File: src/rtl/uart_tx_arbiter_pkg.sv
// Shared definitions for the uart_tx arbiter: FSM encoding, default sizing
// and a one-hot to index helper.
package uart_tx_arbiter_pkg;

    typedef enum logic [1:0] {
        ST_IDLE      = 2'd0,
        ST_LAUNCH    = 2'd1,
        ST_WAIT_BUSY = 2'd2,
        ST_WAIT_DONE = 2'd3
    } arb_state_t;

    localparam int DEF_NREQ     = 4;
    localparam int DEF_START_TO = 16;

    // Index of the set bit in a one-hot vector (highest wins if several are set)
    function automatic logic [2:0] oh_to_idx(input logic [7:0] oh);
        logic [2:0] idx;
        idx = 3'd0;
        for (int i = 0; i < 8; i++) begin
            idx = oh[i] ? 3'(i) : idx;
        end
        return idx;
    endfunction

endpackage

File: src/rtl/uart_tx_arbiter_rr_pick.sv
// Combinational round-robin picker: first requester at or after the pointer,
// wrapping around to requester 0.
module uart_tx_arbiter_rr_pick
    import uart_tx_arbiter_pkg::*;
#(
    parameter int NREQ = DEF_NREQ,
    parameter int PW   = $clog2(DEF_NREQ)
) (
    input  logic [NREQ-1:0] req,
    input  logic [PW-1:0]   ptr,
    output logic [NREQ-1:0] pick,
    output logic            valid
);

    logic [NREQ-1:0] mask_s;
    logic [NREQ-1:0] masked_s;
    logic [NREQ-1:0] src_s;

    // Prefer requesters at or above the pointer; otherwise wrap to the lowest
    always_comb begin
        mask_s   = {NREQ{1'b1}} << ptr;
        masked_s = req & mask_s;
        if (masked_s != {NREQ{1'b0}}) begin
            src_s = masked_s;
        end else begin
            src_s = req;
        end
        pick  = src_s & (~src_s + {{(NREQ-1){1'b0}}, 1'b1});
        valid = |req;
    end

endmodule

File: src/rtl/uart_tx_arbiter.sv
// Shares one uart_tx among NREQ byte sources. Grant is round-robin and is
// held for a whole packet; the FSM launches each byte on TX_SEND and follows
// TX_READY to know when the serialiser has taken and finished it.
module uart_tx_arbiter
    import uart_tx_arbiter_pkg::*;
#(
    parameter int NREQ     = DEF_NREQ,
    parameter int START_TO = DEF_START_TO
) (
    input  logic              clk,
    input  logic              rst_n,
    input  logic [NREQ-1:0]   req,
    input  logic [8*NREQ-1:0] req_data,
    input  logic [NREQ-1:0]   req_last,
    output logic [NREQ-1:0]   ack,
    output logic [NREQ-1:0]   grant,
    output logic              busy,
    output logic              err,
    output logic              tx_send,
    output logic [7:0]        tx_data,
    input  logic              tx_ready
);

    localparam int PW = $clog2(NREQ);

    arb_state_t      state_r, state_s;
    logic [NREQ-1:0] owner_r, owner_s;
    logic [PW-1:0]   ptr_r, ptr_s;
    logic [7:0]      cnt_r, cnt_s;
    logic            last_r, last_s;
    logic [7:0]      data_r, data_s;
    logic [NREQ-1:0] ack_r, ack_s;
    logic            send_r, send_s;
    logic            busy_r, busy_s;
    logic            err_r, err_s;

    logic [NREQ-1:0] pick_s;
    logic            pick_valid_s;
    logic [NREQ-1:0] eff_owner_s;
    logic [7:0]      sel_data_s;
    logic            sel_last_s;
    logic [7:0]      own8_s;
    logic [2:0]      own_idx_s;
    logic [PW-1:0]   ptr_inc_s;

    uart_tx_arbiter_rr_pick #(.NREQ(NREQ), .PW(PW)) u_rr_pick (
        .req   (req),
        .ptr   (ptr_r),
        .pick  (pick_s),
        .valid (pick_valid_s)
    );

    // Current owner, or the round-robin choice when nobody holds the link
    always_comb begin
        if (owner_r != {NREQ{1'b0}}) begin
            eff_owner_s = owner_r;
        end else if (pick_valid_s) begin
            eff_owner_s = pick_s;
        end else begin
            eff_owner_s = {NREQ{1'b0}};
        end
    end

    // Byte and LAST flag of the effective owner (AND-OR mux over one-hot)
    always_comb begin
        sel_data_s = 8'h00;
        sel_last_s = 1'b0;
        for (int i = 0; i < NREQ; i++) begin
            sel_data_s = sel_data_s | (req_data[8*i +: 8] & {8{eff_owner_s[i]}});
            sel_last_s = sel_last_s | (req_last[i] & eff_owner_s[i]);
        end
    end

    // Pointer value after releasing the current owner: owner + 1, wrapping
    always_comb begin
        own8_s             = 8'h00;
        own8_s[NREQ-1:0]   = owner_r;
        own_idx_s          = oh_to_idx(own8_s);
        if (own_idx_s == 3'(NREQ - 1)) begin
            ptr_inc_s = {PW{1'b0}};
        end else begin
            ptr_inc_s = PW'(own_idx_s + 3'd1);
        end
    end

    // Next-state and next-register logic for the launch/track FSM
    always_comb begin
        state_s = state_r;
        owner_s = owner_r;
        ptr_s   = ptr_r;
        cnt_s   = cnt_r;
        last_s  = last_r;
        data_s  = data_r;
        ack_s   = {NREQ{1'b0}};
        send_s  = 1'b0;
        busy_s  = 1'b0;
        err_s   = err_r;
        case (state_r)
            ST_IDLE: begin
                owner_s = eff_owner_s;
                if (((eff_owner_s & req) != {NREQ{1'b0}}) && tx_ready) begin
                    data_s  = sel_data_s;
                    last_s  = sel_last_s;
                    ack_s   = eff_owner_s;
                    state_s = ST_LAUNCH;
                end else begin
                    state_s = ST_IDLE;
                end
            end
            ST_LAUNCH: begin
                send_s  = 1'b1;
                busy_s  = 1'b1;
                cnt_s   = 8'd0;
                state_s = ST_WAIT_BUSY;
            end
            ST_WAIT_BUSY: begin
                busy_s = 1'b1;
                if (!tx_ready) begin
                    state_s = ST_WAIT_DONE;
                end else if (cnt_r == 8'(START_TO - 1)) begin
                    // Transmitter never took the byte: flag it and move on
                    err_s   = 1'b1;
                    owner_s = {NREQ{1'b0}};
                    ptr_s   = ptr_inc_s;
                    busy_s  = 1'b0;
                    state_s = ST_IDLE;
                end else begin
                    cnt_s = cnt_r + 8'd1;
                end
            end
            ST_WAIT_DONE: begin
                busy_s = 1'b1;
                if (tx_ready) begin
                    busy_s  = 1'b0;
                    state_s = ST_IDLE;
                    if (last_r) begin
                        owner_s = {NREQ{1'b0}};
                        ptr_s   = ptr_inc_s;
                    end else begin
                        owner_s = owner_r;
                    end
                end else begin
                    state_s = ST_WAIT_DONE;
                end
            end
            default: begin
                owner_s = {NREQ{1'b0}};
                state_s = ST_IDLE;
            end
        endcase
    end

    // State, datapath and output registers
    always_ff @(posedge clk or negedge rst_n) begin
        if (!rst_n) begin
            state_r <= ST_IDLE;
            owner_r <= {NREQ{1'b0}};
            ptr_r   <= {PW{1'b0}};
            cnt_r   <= 8'd0;
            last_r  <= 1'b0;
            data_r  <= 8'h00;
            ack_r   <= {NREQ{1'b0}};
            send_r  <= 1'b0;
            busy_r  <= 1'b0;
            err_r   <= 1'b0;
        end else begin
            state_r <= state_s;
            owner_r <= owner_s;
            ptr_r   <= ptr_s;
            cnt_r   <= cnt_s;
            last_r  <= last_s;
            data_r  <= data_s;
            ack_r   <= ack_s;
            send_r  <= send_s;
            busy_r  <= busy_s;
            err_r   <= err_s;
        end
    end

    assign ack     = ack_r;
    assign grant   = owner_r;
    assign busy    = busy_r;
    assign err     = err_r;
    assign tx_send = send_r;
    assign tx_data = data_r;

endmodule

File: config.mk
export PLATFORM = sky130hd
export DESIGN_NAME = uart_tx_arbiter
export DESIGN_NICKNAME = d
export VERILOG_FILES = /design/src/rtl/uart_tx_arbiter_pkg.sv /design/src/rtl/uart_tx_arbiter_rr_pick.sv /design/src/rtl/uart_tx_arbiter.sv
export SDC_FILE = /design/constraint.sdc
export NUM_CORES = 1
export LEC_CHECK = 0
export CAP_MARGIN = 20
export CORE_MARGIN = 2
export CORE_UTILIZATION = 46
export CTS_BUF_LIST = sky130_fd_sc_hd__clkbuf_16
export CTS_CLUSTER_SIZE = 14
export DETAILED_ROUTE_END_ITERATION = 8
export PLACE_DENSITY = 0.92
export SETUP_SLACK_MARGIN = 0.05
export SLEW_MARGIN = 20
export SYNTH_ARGS = -nofsm -noshare
export SYNTH_HDL_FRONTEND = slang
export SYNTH_SLANG_ARGS = --single-unit
File: constraint.sdc
create_clock -name clk -period 2.34 [get_ports clk]
set_input_delay 0.468 -clock clk [delete_from_list [all_inputs] [get_ports clk]]
set_output_delay 0.468 -clock clk [all_outputs]
set_load 0.05 [all_outputs]
# Word-level counts from Yosys, hierarchy flattened
# Cells that the tools add are included.
word_totals:
  reg_bits: 32
  input_bits: 43
  out_inout_bits: 19
  word_cells: 89
classes:
  add_sub_neg: 3
  eq_ne: 11
  shifts: 1
  muxes: 32
  bitwise_logic: 18
  reduce_logical: 14
op_table:
  columns: ["cell", "n"]
  rows:
  - ["$mux W4", 9]
  - ["$and A8 B8 Y8", 4]
  - ["$or A8 B8 Y8", 3]
  - ["$mux W2", 10]
  - ["$mux W8", 2]
  - ["$pmux W8 S2", 1]
  - ["$and A4 B4 Y4", 3]
  - ["$pmux W4 S3", 1]
  - ["$reduce_bool A4 Y1", 3]
  - ["$ne A2 B2 Y1 const B", 5]
  - ["$reduce_and A5 Y1", 2]
  - ["$add A8 B1 Y8 const B", 1]
  - ["$eq A8 B4 Y1 const B", 1]
  - ["$pmux W2 S4", 1]
  - ["$eq A2 B2 Y1 const B", 3]
  - ["$mux W1", 6]
  - ["$reduce_and A3 Y1", 2]
  - ["$add A4 B1 Y4 const B", 1]
  - ["$and A1 B1 Y1", 4]
  - ["$not A4 Y4", 1]
  - ["$pmux W2 S2", 1]
  - ["$reduce_bool A2 Y1", 2]
  - ["$reduce_or A4 Y1", 1]
  - ["$shl A4 B2 Y4 const A", 1]
  - ["other kinds (9)", 11]

# Depth between registers and ports, before layout
# Gate-level depths: netlist of run 1.
logic_depth:
  ltp_word: 14
  ltp_mapped: 8
  depth_no_buf: 7

# By module
# From an unflattened synthesis of run 1, not the netlist that was laid out.
unflattened:
  cells_unflattened: 206
  hier_area_um2: 2028.2
modules_own_cells:
  columns: ["module", "instances", "cells_per_inst", "area_each_um2", "seq_area_each_um2"]
  rows:
  - ["uart_tx_arbiter", 1, 187, 1910.6, 800.8]
  - ["uart_tx_arbiter_rr_pick", 1, 19, 117.6, 0.0]

# Worst setup path before layout of run 1
# No wires, ideal clock.
synth_path:
  path_kind: "register to register"
  from: "reg owner_r[2] (netlist: grant[2])"
  to: "reg last_r"
  setup_time_ns: 0.141
  arrival_time_ns: 1.788
  required_time_ns: 2.199
  setup_slack_ns: 0.411
  stages_incl_launch_ff: 7
  n_path_buf: 1
  period_less_slack_ns: 1.929
  cell_sequence: "dfrtp_1 nor4_2 o211ai_1 a211oi_2 or2_2 buf_2 a41oi_1"
synth_between:
  elab_chain_len: 6
  elab_cells_between_ends: 13
  classes_between: "mux (1); bitwise (8); reduce/logical (4)"
synth_lines:
  columns: ["item", "line_no", "rtl"]
  rows:
  - ["start, declared", "uart_tx_arbiter.sv:27", "logic [NREQ-1:0] owner_r, owner_s;"]
  - ["start signal, assigned", "uart_tx_arbiter.sv:157", "owner_r <= {NREQ{1'b0}};"]
  - ["start signal, assigned", "uart_tx_arbiter.sv:168", "owner_r <= owner_s;"]
  - ["$reduce_bool A4 Y1", "uart_tx_arbiter.sv:55", "if (owner_r != {NREQ{1'b0}}) begin"]
  - ["$mux W4 *", "uart_tx_arbiter.sv:55", null]
  - ["$and A1 B1 Y1 or $and A4 B4 Y4 (tied branches)", "uart_tx_arbiter.sv:70, uart_tx_arbiter.sv:101", null]
  - ["$or A1 B1 Y1 or $reduce_bool A4 Y1 (tied branches)", "uart_tx_arbiter.sv:70, uart_tx_arbiter.sv:101", null]
  - ["$or A1 B1 Y1 or $logic_and A1 B1 Y1 (tied branches)", "uart_tx_arbiter.sv:70, uart_tx_arbiter.sv:101", null]
  - ["$or A1 B1 Y1 or $reduce_and A2 Y1 (tied branches)", null, null]
  - ["end signal, assigned", "uart_tx_arbiter.sv:171", "last_r <= last_s;"]
  - ["end, declared", "uart_tx_arbiter.sv:30", "logic last_r, last_s;"]
# Every way passes the cells marked *; elsewhere a longest branch is shown, timed or not.
# A chain may end at the register's enable or synchronous reset.

# Worst setup path in the final report of run 1
layout_path:
  from: "in req[2]"
  to: "reg data_r[2] (netlist: tx_data[2])"
layout_between:
  elab_chain_len: 12
  elab_cells_between_ends: 20
  classes_between: "add/sub (1); mux (3); bitwise (11); reduce/logical (5)"
layout_lines:
  columns: ["item", "line_no", "rtl"]
  rows:
  - ["start, declared", "uart_tx_arbiter.sv:12", "input logic [NREQ-1:0] req,"]
  - ["$and A4 B4 Y4", "uart_tx_arbiter_rr_pick.sv:22", "masked_s = req & mask_s;"]
  - ["$reduce_bool A4 Y1", "uart_tx_arbiter_rr_pick.sv:23", "if (masked_s != {NREQ{1'b0}}) begin"]
  - ["$mux W4", "uart_tx_arbiter_rr_pick.sv:23", null]
  - ["$not A4 Y4", "uart_tx_arbiter_rr_pick.sv:28", "pick = src_s & (~src_s + {{(NREQ-1){1'b0}}, 1'b1});"]
  - ["$add A4 B1 Y4", "uart_tx_arbiter_rr_pick.sv:28", null]
  - ["$and A4 B4 Y4", "uart_tx_arbiter_rr_pick.sv:28", null]
  - ["$mux W4", "uart_tx_arbiter.sv:57", "end else if (pick_valid_s) begin"]
  - ["$mux W4", "uart_tx_arbiter.sv:55", null]
  - ["$and A8 B8 Y8 or $and A4 B4 Y4 (tied branches)", "uart_tx_arbiter.sv:69, uart_tx_arbiter.sv:101", null]
  - ["$or A8 B8 Y8 or $reduce_bool A4 Y1 (tied branches)", "uart_tx_arbiter.sv:69, uart_tx_arbiter.sv:101", null]
  - ["$or A8 B8 Y8 or $logic_and A1 B1 Y1 (tied branches)", "uart_tx_arbiter.sv:69, uart_tx_arbiter.sv:101", null]
  - ["$or A8 B8 Y8 or $reduce_and A2 Y1 (tied branches)", null, null]
  - ["end signal, assigned", "uart_tx_arbiter.sv:172", "data_r <= data_s;"]
  - ["end, declared", "uart_tx_arbiter.sv:31", "logic [7:0] data_r, data_s;"]
# Several ways; a longest one is shown, not always the timed one.

==> results of run 1 <==
area by class of cell:
class,instances,share of cell area
timing repair buffer,80,0.2657
multi-input combinational,163,0.3663
tap,50,0.02178
clock inverter,3,0.01481
sequential,32,0.2787
clock buffer,5,0.04355
inverter,7,0.009146
critical path: cells and delay by family:
family	cells	cell delay, ns
AOI/OAI and AO/OA	4	0.98
buffers and inverters	2	0.85
and+or+nand+nor	1	0.10
cell usage after synthesis, types with 4 or more instances:
library cell,n,area share
clkbuf_1,8,0.015
a22o_1,9,0.041
nor2b_1,5,0.016
a41oi_1,9,0.041
nand2_1,6,0.012
o21ai_0,25,0.064
dfrtp_1,32,0.41
a221oi_1,9,0.041
xnor2_1,4,0.018
ha_1,5,0.032
inv_1,7,0.014
nor2_1,20,0.039
a21oi_1,14,0.036
nand3_1,9,0.023
a22oi_1,4,0.015
nor3_1,13,0.034
buf_2,5,0.013
power by group through the flow:
stage	logic [W]	clock network (W)	registers [W]
floorplan	0.000862	0	0.00135
global placement	0.00192	0	0.000928
detailed placement	0.00195	0	0.000932
CTS	0.00198	0.000752	0.000930
global route	0.00214	0.000786	0.000954
finish	0.00200	0.000741	0.000934
routing by layer:
layer,routed length [um],GRT usage,up-vias
met5,0,0,-
met4,146,0.1029,0
met3,449,0.06331,20
met2,2884,0.4471,128
met1,2417,0.3535,993
li1,-,-,959
state kept, by name, summed over array words and instances, names as in the netlist:
name and cells:
err 1, last_r 1, ptr_r 2, grant 4, tx_send 1, tx_data 8, cnt_r 8, state_r 2
ack 4, busy 1
metrics by stage:
step                      instances  worst slack [ns]    util
after floorplan                 216            0.4107       -
after global placement          332           0.03095  0.6714
after detailed placement        332          -0.02642  0.6714
after CTS                       340            0.1911  0.7130
after global routing            340           0.07458  0.7130
final                           340            0.1283  0.7130
final timing paths:
path                                      start                     end  slack, ns  depth (start not counted)
max in group asynchronous                 rst_n    cnt_r[6]$_DFFE_PN0P_       1.45                          2
hold reg to reg                 err$_DFFE_PN0P_         err$_DFFE_PN0P_       0.50                          1
hold / removal                  err$_DFFE_PN0P_         err$_DFFE_PN0P_       0.50                          1
setup / recovery                         req[2]  tx_data[2]$_DFFE_PN0P_       0.13                          7
setup reg to reg           grant[0]$_DFFE_PN0P_  tx_data[2]$_DFFE_PN0P_       0.15                          6
min in group asynchronous                 rst_n  tx_data[1]$_DFFE_PN0P_       0.59                          2
cell families (layout without fill, tap and decap cells):
kind of cell             count (synthesis)  count (layout)  synth area share
AO/OA/AOI/OAI                           82              82            0.2887
AND/OR/NAND/NOR                         69              69            0.1869
flip-flops                              32              32            0.4124
buffers and inverters                   21              95           0.04575
adder cells (fa/ha/maj)                  5               5           0.03222
XOR/XNOR                                 5               5           0.02255
multiplexers                             2               2           0.01160
==> run_results.csv, run 1 <==
group,metric,value,unit
routing,wl,5897,um
place,hpwl,4056,um
place,dpl_cell_area,2705,sq um
sta,maxSlewHeadroom,0.6418,
cells_and_area,ff_latch_area,800.8,sq um
synth,syn_area_per_cell,8.990,sq um
synth,synth_flop_cell,"dfrtp_1",
sta,rsz0062_at_grt,"no",
floorplan,fp.dieArea,4757,sq um
flow_run,maxCapViolations,0,
clock_network,clock_sinks,32,
routing,drcViolationCount,0,
clock_network,cts_made_buffers,5,
clock_network,clockBufferDepth,2,
sta,clock_skew,0.006330,ns
sta,worst_pin_slew,0.5357,ns
cells_and_area,final_common_cell,"clkdlybuf4s50_1",
sta,finalSetupViolCount,0,
cells_and_area,n_antenna_cell,0,
routing,drt-pass1-iter-count,5,
floorplan,num_io_pins,62,
worst_setup_path,worst_setup_path_end_kind,"register",
cells_and_area,multi_input_area,1052,sq um
sta,worst_hold_slack,0.4975,ns
synth,synth_seq_cells,32,
power_and_ir_drop,seq_power_share,0.254,
worst_setup_path,critical-path-slowest-cell,"clkdlybuf4s50_1",
min_path,hold_path_class,"register to register",
global_routing,grt_overflow,0,
cells_and_area,stdcell_area,2873,sq um
synth,async_flop_share,1.000,
worst_setup_path,start_kind,"primary input",
global_routing,grt_use_total,0.2740,
global_routing,grt_max_degree,33,
clock_network,hold_buffers,0,
clock_network,cts-root-buf,"clkbuf_16",
routing,wire_per_inst,17.34,um
power_and_ir_drop,combPwrFrac,0.544,
power_and_ir_drop,switching_share,0.4437,
worst_setup_path,arrival,2.39,ns
routing,drt_iter0_markers,157,
power_and_ir_drop,power.total,0.003673,W
sta,max_freq,452.1,MHz
run_status,status,"finished, final reports clean",
worst_setup_path,crit_type,"primary input to register",
place,gp_congestion,0.8636,
worst_setup_path,path_cells,"clkdlybuf4s50_1 -> nand2b_1 -> a211o_1 -> a21oi_1 -> buf_4 -> o21ai_0 -> a41oi_1",
cells_and_area,nets,337,
clock_network,cts_setup_buffers,0,
sta,setup_tns,0,ns
worst_setup_path,required,2.52,ns
cells_and_area,fillers,300,
clock_network,cts_tree,"done",
synth,syn_inst,216,
floorplan,fp.dieW,68.97,um
synth,yosysWarningCount,0,
floorplan,initial_core_util,0.4820,
synth,synth.net_count,264,
power_and_ir_drop,power_leakage,1.155,nW
floorplan,core_area,4029,sq um
power_and_ir_drop,p_switching,0.001629,W
sta,hold_violations,0,
power_and_ir_drop,p_int,0.002043,W
power_and_ir_drop,ir_worst_vdd,707.4,uV
global_routing,grt_pass1_vias,1980,
sta,fin_crit_sh,0.9452,
synth,yosysSeqAreaShare,0.4124,
synth,ys_types,42,
sta,period_needed,2.212,ns
floorplan,die_h,68.97,um
cells_and_area,area_delta_synth_final,47.94,%
routing,via_per_inst,6.176,
synth,syn-cell-area,1942,sq um
cells_and_area,layout_common_cells,"clkdlybuf4s50_1, dfrtp_1, o21ai_0",
sta,maxSlewViolCount,0,
worst_setup_path,worstPathMaxFanout,9,
clock_network,htreeDepth,2,
clock_network,clk_pin_slew,0.06,ns
clock_network,cts_resized,0,
routing,drtAntennaViolNets,0,
synth,synth_edf_count,0,
clock_network,clock_latency,0.28,ns
power_and_ir_drop,p_per_area,1278,nW/um^2
global_routing,antenna_found_initial,0,
cells_and_area,drive_above_1_share,0.1241,
floorplan,rows,23,
power_and_ir_drop,clkPwrFrac,0.202,
worst_setup_path,slowest_delay,0.62,ns
place,port_buffers,61,
routing,routed-via-count,2100,
global_routing,grt_pass1_wl,9487,um
(Power assumes the default switching activity.)
==> run 2: changes to the inputs <==
--- a/config.mk
+++ b/config.mk
@@ -13,7 +13,7 @@
 export DETAILED_ROUTE_END_ITERATION = 8
 export PLACE_DENSITY = 0.92
 export SETUP_SLACK_MARGIN = 0.05
-export SLEW_MARGIN = 20
+export SLEW_MARGIN = 30
 export SYNTH_ARGS = -nofsm -noshare
 export SYNTH_HDL_FRONTEND = slang
 export SYNTH_SLANG_ARGS = --single-unit
==> results of run 2 <==
No change in the layout: final DEF, timing and power equal those of run 1.
==> run 3: changes to the inputs <==
--- a/config.mk
+++ b/config.mk
@@ -7,11 +7,13 @@
 export LEC_CHECK = 0
 export CAP_MARGIN = 20
 export CORE_MARGIN = 2
-export CORE_UTILIZATION = 46
+export CORE_UTILIZATION = 55
 export CTS_BUF_LIST = sky130_fd_sc_hd__clkbuf_16
+export CTS_CLUSTER_DIAMETER = 100
 export CTS_CLUSTER_SIZE = 14
 export DETAILED_ROUTE_END_ITERATION = 8
-export PLACE_DENSITY = 0.92
+export DONT_BUFFER_PORTS = 1
+export PLACE_DENSITY = 0.82
 export SETUP_SLACK_MARGIN = 0.05
 export SLEW_MARGIN = 30
 export SYNTH_ARGS = -nofsm -noshare
==> run_results.csv, run 3 (synthesis gave the netlist of run 1 again) <==
group,metric,value,unit
sta,fin_crit_sh,0.8700,
cells_and_area,layout_common_cells,"dfrtp_1, o21ai_0, nor2_1",
worst_setup_path,worstPathMaxFanout,5,
sta,rsz0062_at_grt,"no",
worst_setup_path,crit_type,"register to register",
sta,worst_hold_slack,0.006544,ns
clock_network,cts_tree,"done",
cells_and_area,area_delta_synth_final,13.66,%
worst_setup_path,critical-path-slowest-cell,"or4_1",
place,hpwl,3436,um
routing,routed-via-count,1756,
clock_network,clock_latency,0.28,ns
routing,wire_per_inst,18.32,um
sta,worst_pin_slew,0.5494,ns
global_routing,grt_overflow,0,
sta,setup_tns,0,ns
clock_network,clock_sinks,32,
sta,maxSlewViolCount,0,
routing,drcViolationCount,0,
clock_network,cts-root-buf,"clkbuf_16",
floorplan,core_area,3363,sq um
worst_setup_path,worstReg2RegStart,"cnt_r[4]$_DFFE_PN0P_",
worst_setup_path,crit_family,"simple AND/OR/NAND/NOR gates",
global_routing,antenna_found_initial,0,
worst_setup_path,arrival,2.19,ns
power_and_ir_drop,clkPwrFrac,0.225,
global_routing,grt_pass1_wl,8466,um
worst_setup_path,regToRegSetupSlack,0.30,ns
global_routing,grt_use_total,0.2761,
worst_setup_path,r2r_cells,5,
clock_network,clk_pin_slew,0.05,ns
global_routing,grt_max_degree,33,
sta,finalSetupViolCount,0,
clock_network,cts_setup_buffers,0,
cells_and_area,final_common_cell,"dfrtp_1",
power_and_ir_drop,combPwrFrac,0.391,
clock_network,cts_resized,0,
min_path,hold_path_class,"primary input to async pin",
floorplan,rows,21,
power_and_ir_drop,p_switching,0.001555,W
worst_setup_path,start_kind,"register",
power_and_ir_drop,p_per_area,1502,nW/um^2
worst_setup_path,slowest_delay,0.54,ns
floorplan,fp.dieW,63.42,um
power_and_ir_drop,ir_worst_vdd,815.1,uV
worst_setup_path,cp_num_buf_inv,0,
run_status,status,"finished, final reports clean",
sta,maxSlewHeadroom,0.6326,
power_and_ir_drop,power_leakage,0.8828,nW
floorplan,num_io_pins,62,
power_and_ir_drop,p_int,0.001760,W
flow_run,maxCapViolations,0,
clock_network,cts_made_buffers,5,
cells_and_area,n_antenna_cell,0,
routing,drt-pass1-iter-count,4,
floorplan,die_h,63.42,um
power_and_ir_drop,seq_power_share,0.385,
routing,wl,4909,um
place,gp_congestion,0.8504,
worst_setup_path,path_cells,"or4_1 -> or2_4 -> nand2_2 -> o2111a_2 -> mux2_1",
worst_setup_path,worst-path-stages,5,
clock_network,clockBufferDepth,2,
sta,clock_skew,0.002489,ns
cells_and_area,drive_above_1_share,0.1261,
power_and_ir_drop,switching_share,0.4691,
sta,hold_violations,0,
floorplan,initial_core_util,0.5774,
worst_setup_path,r2r_end,"ptr_r[0]$_DFFE_PN0P_",
global_routing,grt_pass1_vias,1770,
sta,max_freq,491.2,MHz
worst_setup_path,required,2.50,ns
routing,drtAntennaViolNets,0,
clock_network,htreeDepth,2,
place,port_buffers,0,
sta,period_needed,2.036,ns
worst_setup_path,worst_setup_path_end_kind,"register",
floorplan,fp.dieArea,4022,sq um
cells_and_area,nets,269,
worst_setup_path,endpoint,"ptr_r[0]$_DFFE_PN0P_",
worst_setup_path,critPathLaunch,"cnt_r[4]$_DFFE_PN0P_",
routing,via_per_inst,6.552,
routing,drt_iter0_markers,67,
## run 3: changes by cell type in the layout (fill, tap and decap cells not counted)
cell and change:
buf_4 -8, clkdlybuf4s50_1 -60, o21ai_0 +1, o21ai_1 -1
## run 3: worst min-delay path by stage
stage	from	to	slack [ns]	cells past startpoint
CTS	rst_n	busy$_DFF_PN0_	0.02	1
detailed placement	rst_n	busy$_DFF_PN0_	0.17	0
floorplan	rst_n	ack[0]$_DFF_PN0_	0.17	0
global route	rst_n	ptr_r[1]$_DFFE_PN0P_	0.02	1
global placement	rst_n	busy$_DFF_PN0_	0.17	0
finish	rst_n	busy$_DFF_PN0_	0.007	1
## run 3: routing by layer
| layer | track usage | share of wire | wire length (um) |
|---|---|---|---|
| met3 | 0.06786 | 0.081 | 397 |
| met2 | 0.4605 | 0.50 | 2459 |
| met5 | 0 | 0 | 0 |
| met1 | 0.3462 | 0.40 | 1964 |
| met4 | 0.1033 | 0.018 | 89 |
## run 3: stage by stage
stage | std cells | setup slack (ns) | cell area, sq um | utilization | power, W
floorplan | 216 | 0.4107 | 1942 | - | 0.002213
global route | 268 | 0.1864 | 2207 | 0.6563 | 0.003526
finish | 268 | 0.3042 | 2207 | 0.6563 | 0.003314
global placement | 259 | 0.4210 | 2019 | 0.6004 | 0.002494
CTS | 268 | 0.2981 | 2207 | 0.6563 | 0.003306
detailed placement | 259 | 0.3534 | 2019 | 0.6004 | 0.002529
## run 3: final cells by class
cell class                      count  area, sq um
Tap cell                           46        57.56
Inverter                            7        26.28
Multi-Input combinational cell    163         1052
Clock inverter                      3        42.54
Timing Repair Buffer               12        102.6
Fill cell                         297         1156
Clock buffer                        5        125.1
Sequential cell                    32        800.8
## run 3: timing repair
item / in CTS / in global routing
endpoints found under the hold margin: 32 / 0
endpoints found under the setup margin: 0 / 0
hold buffers: 1 / 0
## run 3: power by group through the flow
stage	Combinational [W]	Clock, W	Sequential [W]
4_1_cts	0.00129	0.000740	0.00128
3_5_place_dp	0.00125	0	0.00128
6_report	0.00130	0.000744	0.00127
3_3_place_gp	0.00122	0	0.00127
2_1_floorplan	0.000862	0	0.00135
5_1_grt	0.00146	0.000770	0.00130
